[config.mk]
export PLATFORM = sky130hd
export DESIGN_NAME = add_sched_flat
export DESIGN_NICKNAME = d
export VERILOG_FILES = /design/src/rtl/add_sched_if.sv /design/src/rtl/add_sched.sv /design/src/flat_wrapper.sv
export SDC_FILE = /design/constraint.sdc
export NUM_CORES = 1
export LEC_CHECK = 0
export CAP_MARGIN = 20
export CORE_MARGIN = 1
export CORE_UTILIZATION = 44
export CTS_BUF_LIST = sky130_fd_sc_hd__clkbuf_4 sky130_fd_sc_hd__clkbuf_8 sky130_fd_sc_hd__clkbuf_16
export CTS_CLUSTER_DIAMETER = 60
export DETAILED_ROUTE_END_ITERATION = 7
export GPL_ROUTABILITY_DRIVEN = 0
export PLACE_DENSITY = 0.86
export SLEW_MARGIN = 20
export SYNTH_ARGS = -nofsm -noshare
export SYNTH_HDL_FRONTEND = slang
export SYNTH_SLANG_ARGS = --single-unit
[constraint.sdc]
create_clock -name clk -period 1.6 [get_ports clk]
set_input_delay 0.4 -clock clk [delete_from_list [all_inputs] [get_ports clk]]
set_output_delay 0.4 -clock clk [all_outputs]
set_load 0.03 [all_outputs]
[src/rtl/add_sched_if.sv]
// rtl/add_sched_if.sv - Request, operand and result signals of the nibble-serial add scheduler.
// Optional op0/op1 subtract selects exist only when ADD_SCHED_SUB_EN is defined.
interface add_sched_if #(parameter int NIBBLES = 4);
  localparam int W = 4 * NIBBLES;

  logic         req0, req1;
  logic [W-1:0] a0, b0, a1, b1;
  logic         ci0, ci1;
`ifdef ADD_SCHED_SUB_EN
  logic         op0, op1;
`endif
  logic [1:0]   gnt;
  logic         busy, done, id;
  logic [W-1:0] s;
  logic         co;

  modport master (
`ifdef ADD_SCHED_SUB_EN
    output op0, op1,
`endif
    output req0, req1, a0, b0, a1, b1, ci0, ci1,
    input  gnt, busy, done, id, s, co
  );

  modport slave (
`ifdef ADD_SCHED_SUB_EN
    input  op0, op1,
`endif
    input  req0, req1, a0, b0, a1, b1, ci0, ci1,
    output gnt, busy, done, id, s, co
  );
endinterface

[src/rtl/add_sched.sv]
// rtl/add_sched.sv - Two-requester round-robin adder, one 4-bit slice per cycle, LSB first.
// Define ADD_SCHED_SUB_EN to add per-requester op select (op=1 computes a + ~b + ci).
module add_sched #(
  parameter int NIBBLES = 4
) (
  input  logic       clk,
  input  logic       rst_n,
  add_sched_if.slave bus
);
  localparam int W  = 4 * NIBBLES;
  localparam int CW = (NIBBLES > 1) ? $clog2(NIBBLES) : 1;
  localparam logic [CW-1:0] K_LAST = CW'(NIBBLES - 1);

  typedef enum logic [1:0] {IDLE, CALC, DONE} state_t;

  state_t       state;
  logic [W-1:0] a_r, b_r, work;
  logic         cry;
  logic         last;
  logic         own;
  logic [CW-1:0] k;

  logic [W-1:0] b0_eff, b1_eff;
  logic         any_req, winner;
  logic [4:0]   slice;
  logic [W+3:0] shifted;

  // Subtraction is folded into the captured b so the datapath only ever adds.
`ifdef ADD_SCHED_SUB_EN
  assign b0_eff = bus.op0 ? ~bus.b0 : bus.b0;
  assign b1_eff = bus.op1 ? ~bus.b1 : bus.b1;
`else
  assign b0_eff = bus.b0;
  assign b1_eff = bus.b1;
`endif

  always_comb begin
    any_req = bus.req0 | bus.req1;
    winner  = (bus.req0 && bus.req1) ? ~last : bus.req1;
    slice   = {1'b0, a_r[3:0]} + {1'b0, b_r[3:0]} + {4'b0000, cry};
    shifted = {slice[3:0], work};
  end

  always_ff @(posedge clk or negedge rst_n) begin
    if (!rst_n) begin
      state    <= IDLE;
      a_r      <= '0;
      b_r      <= '0;
      work     <= '0;
      cry      <= 1'b0;
      last     <= 1'b1;
      own      <= 1'b0;
      k        <= '0;
      bus.gnt  <= 2'b00;
      bus.busy <= 1'b0;
      bus.done <= 1'b0;
      bus.id   <= 1'b0;
      bus.s    <= '0;
      bus.co   <= 1'b0;
    end else begin
      case (state)
        IDLE: begin
          bus.done <= 1'b0;
          bus.gnt  <= 2'b00;
          if (any_req) begin
            state    <= CALC;
            bus.busy <= 1'b1;
            bus.gnt  <= winner ? 2'b10 : 2'b01;
            last     <= winner;
            own      <= winner;
            a_r      <= winner ? bus.a1  : bus.a0;
            b_r      <= winner ? b1_eff  : b0_eff;
            cry      <= winner ? bus.ci1 : bus.ci0;
            k        <= '0;
          end
        end
        CALC: begin
          bus.gnt <= 2'b00;
          a_r     <= a_r >> 4;
          b_r     <= b_r >> 4;
          cry     <= slice[4];
          work    <= shifted[W+3:4];
          k       <= k + CW'(1);
          // Result is published only once the final nibble lands, so s never shows partial sums.
          if (k == K_LAST) begin
            state    <= DONE;
            bus.done <= 1'b1;
            bus.s    <= shifted[W+3:4];
            bus.co   <= slice[4];
            bus.id   <= own;
          end
        end
        DONE: begin
          state    <= IDLE;
          bus.done <= 1'b0;
          bus.busy <= 1'b0;
        end
        default: state <= IDLE;
      endcase
    end
  end
endmodule

[src/flat_wrapper.sv]
// flat-port wrapper written by rule: the top's interface ports become plain ports
module add_sched_flat 
#(
  parameter int NIBBLES = 4
)
  (clk, rst_n, bus_req0, bus_req1, bus_a0, bus_b0, bus_a1, bus_b1, bus_ci0, bus_ci1, bus_gnt, bus_busy, bus_done, bus_id, bus_s, bus_co);
  add_sched_if #(.NIBBLES(NIBBLES)) bus_i ();
  input  logic clk;
  input  logic rst_n;
  input wire logic [$bits(bus_i.req0)-1:0] bus_req0;
  input wire logic [$bits(bus_i.req1)-1:0] bus_req1;
  input wire logic [$bits(bus_i.a0)-1:0] bus_a0;
  input wire logic [$bits(bus_i.b0)-1:0] bus_b0;
  input wire logic [$bits(bus_i.a1)-1:0] bus_a1;
  input wire logic [$bits(bus_i.b1)-1:0] bus_b1;
  input wire logic [$bits(bus_i.ci0)-1:0] bus_ci0;
  input wire logic [$bits(bus_i.ci1)-1:0] bus_ci1;
  output wire logic [$bits(bus_i.gnt)-1:0] bus_gnt;
  output wire logic [$bits(bus_i.busy)-1:0] bus_busy;
  output wire logic [$bits(bus_i.done)-1:0] bus_done;
  output wire logic [$bits(bus_i.id)-1:0] bus_id;
  output wire logic [$bits(bus_i.s)-1:0] bus_s;
  output wire logic [$bits(bus_i.co)-1:0] bus_co;
  assign bus_i.req0 = bus_req0;
  assign bus_i.req1 = bus_req1;
  assign bus_i.a0 = bus_a0;
  assign bus_i.b0 = bus_b0;
  assign bus_i.a1 = bus_a1;
  assign bus_i.b1 = bus_b1;
  assign bus_i.ci0 = bus_ci0;
  assign bus_i.ci1 = bus_ci1;
  assign bus_gnt = bus_i.gnt;
  assign bus_busy = bus_i.busy;
  assign bus_done = bus_i.done;
  assign bus_id = bus_i.id;
  assign bus_s = bus_i.s;
  assign bus_co = bus_i.co;
  add_sched #(.NIBBLES(NIBBLES)) u_core (.clk(clk), .rst_n(rst_n), .bus(bus_i));
endmodule
Word level (Yosys, flattened, before mapping)
Cells that the tools add are included.
{ "totals": {"reg_bits": 77, "wordCells": 58, "output_inout_bits": 22} }
{ "classes": {"bitwise": 2, "reduce_logical": 12, "mux": 22, "addsub": 3, "eq_ne": 5} }
{ "ops": {"columns": ["operator", "count"], "rows": [
  ["$mux W16", 4],
  ["$pmux W16 S2", 2],
  ["$pmux W2 S2", 3],
  ["$reduce_and A2 Y1", 6],
  ["$mux W2", 5],
  ["$pmux W1 S2", 3],
  ["$reduce_bool A2 Y1", 3],
  ["$add A4 B4 Y5", 1],
  ["$add A5 B1 Y5", 1],
  ["$mux W1", 5],
  ["$eq A2 B2 Y1 const B", 2],
  ["$ne A2 B1 Y1 const B", 2],
  ["$add A2 B1 Y2 const B", 1],
  ["$eq A2 B1 Y1 const B", 1],
  ["$logic_not A2 Y1", 1],
  ["$reduce_or A2 Y1", 1],
  ["$logic_and A1 B1 Y1", 1],
  ["$not A1 Y1", 1],
  ["$or A1 B1 Y1", 1]
]} }

Logic depth before layout (Yosys ltp)
{ "depth": {"ltp_word": 5, "mapped_depth": 7, "ltp_nobuf": 7} }

Worst setup path after synthesis
OpenSTA, ideal clock, no wires.
{ "synth_path": {"path_type": "register -> register", "from": "register u_core.cry", "to": "register u_core.bus.co", "t_arrival_ps": 1493, "path_stages_with_launch": 8, "setup_slack_ps": -28, "setup_time_ps": 135, "path_buffers": 0, "period_less_slack_ps": 1628, "cell_sequence": "dfrtp_1 > fa_1 > inv_1 > fa_1 > inv_1 > a21o_1 > a21oi_1 > o21ai_0"} }
{ "synth_between": {"elab_chain_cells": 1} }
{ "synth_rtl": {"columns": ["element", "line", "text"], "rows": [
  ["start, declared", "add_sched.sv:18", "logic cry;"],
  ["start signal, assigned", "add_sched.sv:73", "cry <= winner ? bus.ci1 : bus.ci0;"],
  ["start signal, assigned", "add_sched.sv:81", "cry <= slice[4];"],
  ["$add A5 B1 Y5", "add_sched.sv:40", "slice = {1'b0, a_r[3:0]} + {1'b0, b_r[3:0]} + {4'b0000, cry};"],
  ["end signal, assigned", "add_sched.sv:89", "bus.co <= slice[4];"],
  ["end, declared", "add_sched_if.sv:30", "output gnt, busy, done, id, s, co"]
]} }
No other way between the ends.
A chain may end at the register's enable or synchronous reset.

Final worst setup path
{ "layout_path": {"from": "register u_core.last", "to": "register u_core.b_r[0]"} }
{ "layout_between": {"elab_chain_cells": 5} }
{ "layout_rtl": {"columns": ["element", "line", "text"], "rows": [
  ["start, declared", "add_sched.sv:19", "logic last;"],
  ["start signal, assigned", "add_sched.sv:69", "last <= winner;"],
  ["$not A1 Y1", "add_sched.sv:39", "winner = (bus.req0 && bus.req1) ? ~last : bus.req1;"],
  ["$mux W1", "add_sched.sv:39", null],
  ["$mux W16", "add_sched.sv:72", "b_r <= winner ? b1_eff : b0_eff;"],
  ["$mux W16", "add_sched.sv:65", "if (any_req) begin"],
  ["$pmux W16 S2", "add_sched.sv:61", "case (state)"],
  ["end signal, assigned", "add_sched.sv:72", null],
  ["end signal, assigned", "add_sched.sv:80", "b_r <= b_r >> 4;"],
  ["end, declared", "add_sched.sv:17", "logic [W-1:0] a_r, b_r, work;"]
]} }
No other way between the ends. The select of a mux whose other input is x is not followed.

==> flow_metrics.env <==
export IMPL_status="complete, but fails checks"
export IMPL_violations="setup timing"
export IMPL_min_path_type="flop to flop"
export IMPL_place_detailed_hpwl_mm=5.46
export IMPL_fillers=627
export IMPL_place_ws_ps=-438
export IMPL_max_cap_violations=0
export IMPL_worstPathMaxFanout=7
export IMPL_power_mw=9.29
export IMPL_final_cell_mix="dfrtp_1 (72), nand2_1 (68), clkdlybuf4s50_1 (66)"
export IMPL_hold_viol_final=0
export IMPL_crit_type="flop to flop"
export IMPL_synth_nets=391
export IMPL_skew_ps=4.82
export IMPL_synth_seq_cells=73
export IMPL_antenna_found_initial=0
export IMPL_holdPathStages=1
export IMPL_fin_setup_tns_ps=-130
export IMPL_drtIter0Drc=77
export IMPL_setup_ws_ps=-52.9
export IMPL_h_tree_depth=3
export IMPL_min_period_ps=1650
export IMPL_portBuffers=91
export IMPL_crit_path_start_kind="flop"
export IMPL_grt_pass1_vias=2748
export IMPL_clk_pin_slew_ps=70
export IMPL_cts_buffers=9
export IMPL_fin_cells=524
export IMPL_reg2reg_from="u_core.last"
export IMPL_reg2regPathDepth=5
export IMPL_pin_count=92
export IMPL_drc=0
export IMPL_vias=2716
export IMPL_grt_total_usage_pct=20.0
export IMPL_yosys_cell_types_count=34
export IMPL_placed_area_mm2=0.00460
export IMPL_wirelength_mm=7.73
export IMPL_initial_utilization_pct=45.3
export IMPL_num_rows=32
export IMPL_rsz0062_at_grt="true"
export IMPL_antenna_cells=0
export IMPL_synth_yosys_warnings=0
export IMPL_timing_final_crit_share_pct=103
export IMPL_dpl_cell_count=507
export IMPL_syn_area_mm2=0.00348
export IMPL_end_kind="flop"
export IMPL_dieWidth_um=91.0
export IMPL_syn_area_per_cell_um2=11.1
export IMPL_post_route_util_pct=63.0
export IMPL_max_freq_mhz=605
export IMPL_ant_nets=0
export IMPL_p_leak_nw=2.24
export IMPL_die_height_um=91.0
export IMPL_grt_overflow_total=0
export IMPL_drt_first_pass_iters=4
export IMPL_min_from="u_core.k[0]"
export IMPL_grt_pass1_wl_mm=12.8
export IMPL_grt_max_degree=36
export IMPL_slew_headroom_pct=75.9
export IMPL_final_max_slew_viol_count=0
export IMPL_yosysSeqAreaShare_pct=52.5
export IMPL_setup_viol=3
export IMPL_syn_inst=315
export IMPL_whs_ps=475
export IMPL_ir_drop_v=0.000799
export IMPL_reg2reg_slack_ps=-50
export IMPL_wl_per_cell_um=14.8
export IMPL_fin_nets=497
export IMPL_core_area_mm2=0.00769
export IMPL_tightestPinTransition_ps=361
export IMPL_final_area_mm2=0.00484
export IMPL_die_area_mm2=0.00827
export IMPL_viasPerCell=5.18
export IMPL_cts_tree="yes"
export IMPL_cp_arrival_ps=1880
export IMPL_p_per_area_mw_per_mm2=1920
export IMPL_drive_above_1_share_pct=20.9
export IMPL_hold_end="u_core.k[0]"
export IMPL_clock_latency_ps=340
export IMPL_areaGrowthSynthToFinish_pct=39.1
export IMPL_clkSinkCount=73
export IMPL_clk_path_buf_depth=2
export IMPL_final_common_cell="dfrtp_1"
export IMPL_reg2reg_to="u_core.b_r[0]"
export IMPL_root_buffer="clkbuf_8"
export IMPL_cp_required_ps=1830
-- cells in the mapped netlist, drive strengths merged --
master | instances | area [µm²]
nor2 | 5 | 21.3
dfstp | 1 | 26.3
a221oi | 2 | 17.5
a22o | 3 | 26.3
buf | 14 | 125
nand2 | 69 | 267
nor2b | 1 | 8.76
fa | 2 | 40.0
o22ai | 22 | 138
a2bb2oi | 1 | 8.76
or2b | 1 | 7.51
xor2 | 2 | 17.5
mux2 | 36 | 477
nand2b | 1 | 6.26
a21o | 2 | 15.0
o21ai | 40 | 200
inv | 7 | 26.3
a31oi | 1 | 6.26
dfrtp | 72 | 1800
ha | 4 | 50.1
or2 | 1 | 6.26
clkbuf | 6 | 22.5
nor3 | 3 | 15.0
a21boi | 1 | 11.3
clkinv | 1 | 3.75
a211oi | 1 | 7.51
mux2i | 10 | 100
a21oi | 6 | 30.0
-- registers in the layout, summed over array words and instances, names as in the netlist --
name	flops
u_core.work	12
u_core.bus.done	1
u_core.bus.s	16
u_core.a_r	16
u_core.state	2
u_core.cry	1
u_core.k	2
u_core.bus.busy	1
u_core.last	1
u_core.bus.id	1
u_core.own	1
u_core.bus.gnt	2
u_core.bus.co	1
u_core.b_r	16
-- cell type report --
type	count	area, µm²	share of cell area (%)
Timing Repair Buffer	115	1180	24.4
Multi-Input combinational cell	214	1520	31.4
Clock inverter	1	5.00	0.103
Inverter	8	30.0	0.620
Clock buffer	11	151	3.12
Sequential cell	73	1830	37.7
Tap cell	102	128	2.63
-- metal layers --
layer  part of all wire, %  up-vias  global-route usage, %
met5                     0        -                      0
met4                   2.8        0                   9.39
met3                   6.1       19                   5.19
met2                    50       97                   34.3
met1                    41     1284                   23.4
li1                      -     1316                      -
-- logic make-up (layout without fill, tap and decap cells) --
group	Yosys count	in the layout	share of synthesized area [%]
simple gates	81	81	9.52
xor+xnor	2	2	0.503
mux	46	46	16.6
fa+ha+maj	6	6	2.59
compound gates	79	79	13.2
flops	73	73	52.5
buf+inv	28	135	5.10
-- power breakdown --
part / total, mW / switching [mW] / internal [mW]
Clock: 1.22 / 0.611 / 0.610
Combinational: 4.78 / 2.53 / 2.25
Sequential: 3.28 / 0.537 / 2.74
Total: 9.29 / 3.68 / 5.60
-- critical path, cell delays in order (launching register included) --
cell and delay, ps:
dfstp_2 390, a21boi_4 240, bufbuf_16 320, mux2_4 300, o22ai_1 190, o21ai_1 100
-- worst max path at each step --
stage	start	end	slack (ps)
after global routing	u_core.b_r[0]	u_core.cry	-90
after floorplan	u_core.cry	u_core.bus.co	30
after detailed placement	bus_req1	u_core.b_r[15]	-440
final	u_core.last	u_core.b_r[0]	-50
after global placement	bus_req1	u_core.a_r[2]	-380
after CTS	u_core.b_r[0]	u_core.cry	-40
-- repair_timing --
action / in CTS / in global routing
hold buffers: 1 / 0
buffers inserted: 1 / 1
setup endpoints to repair: 59 / 23
pin swaps: 5 / 3
gates cloned: 2 / 0
resized for setup: 33 / 8
hold endpoints to repair: 23 / 0
Power figures use the tool's default switching activity.
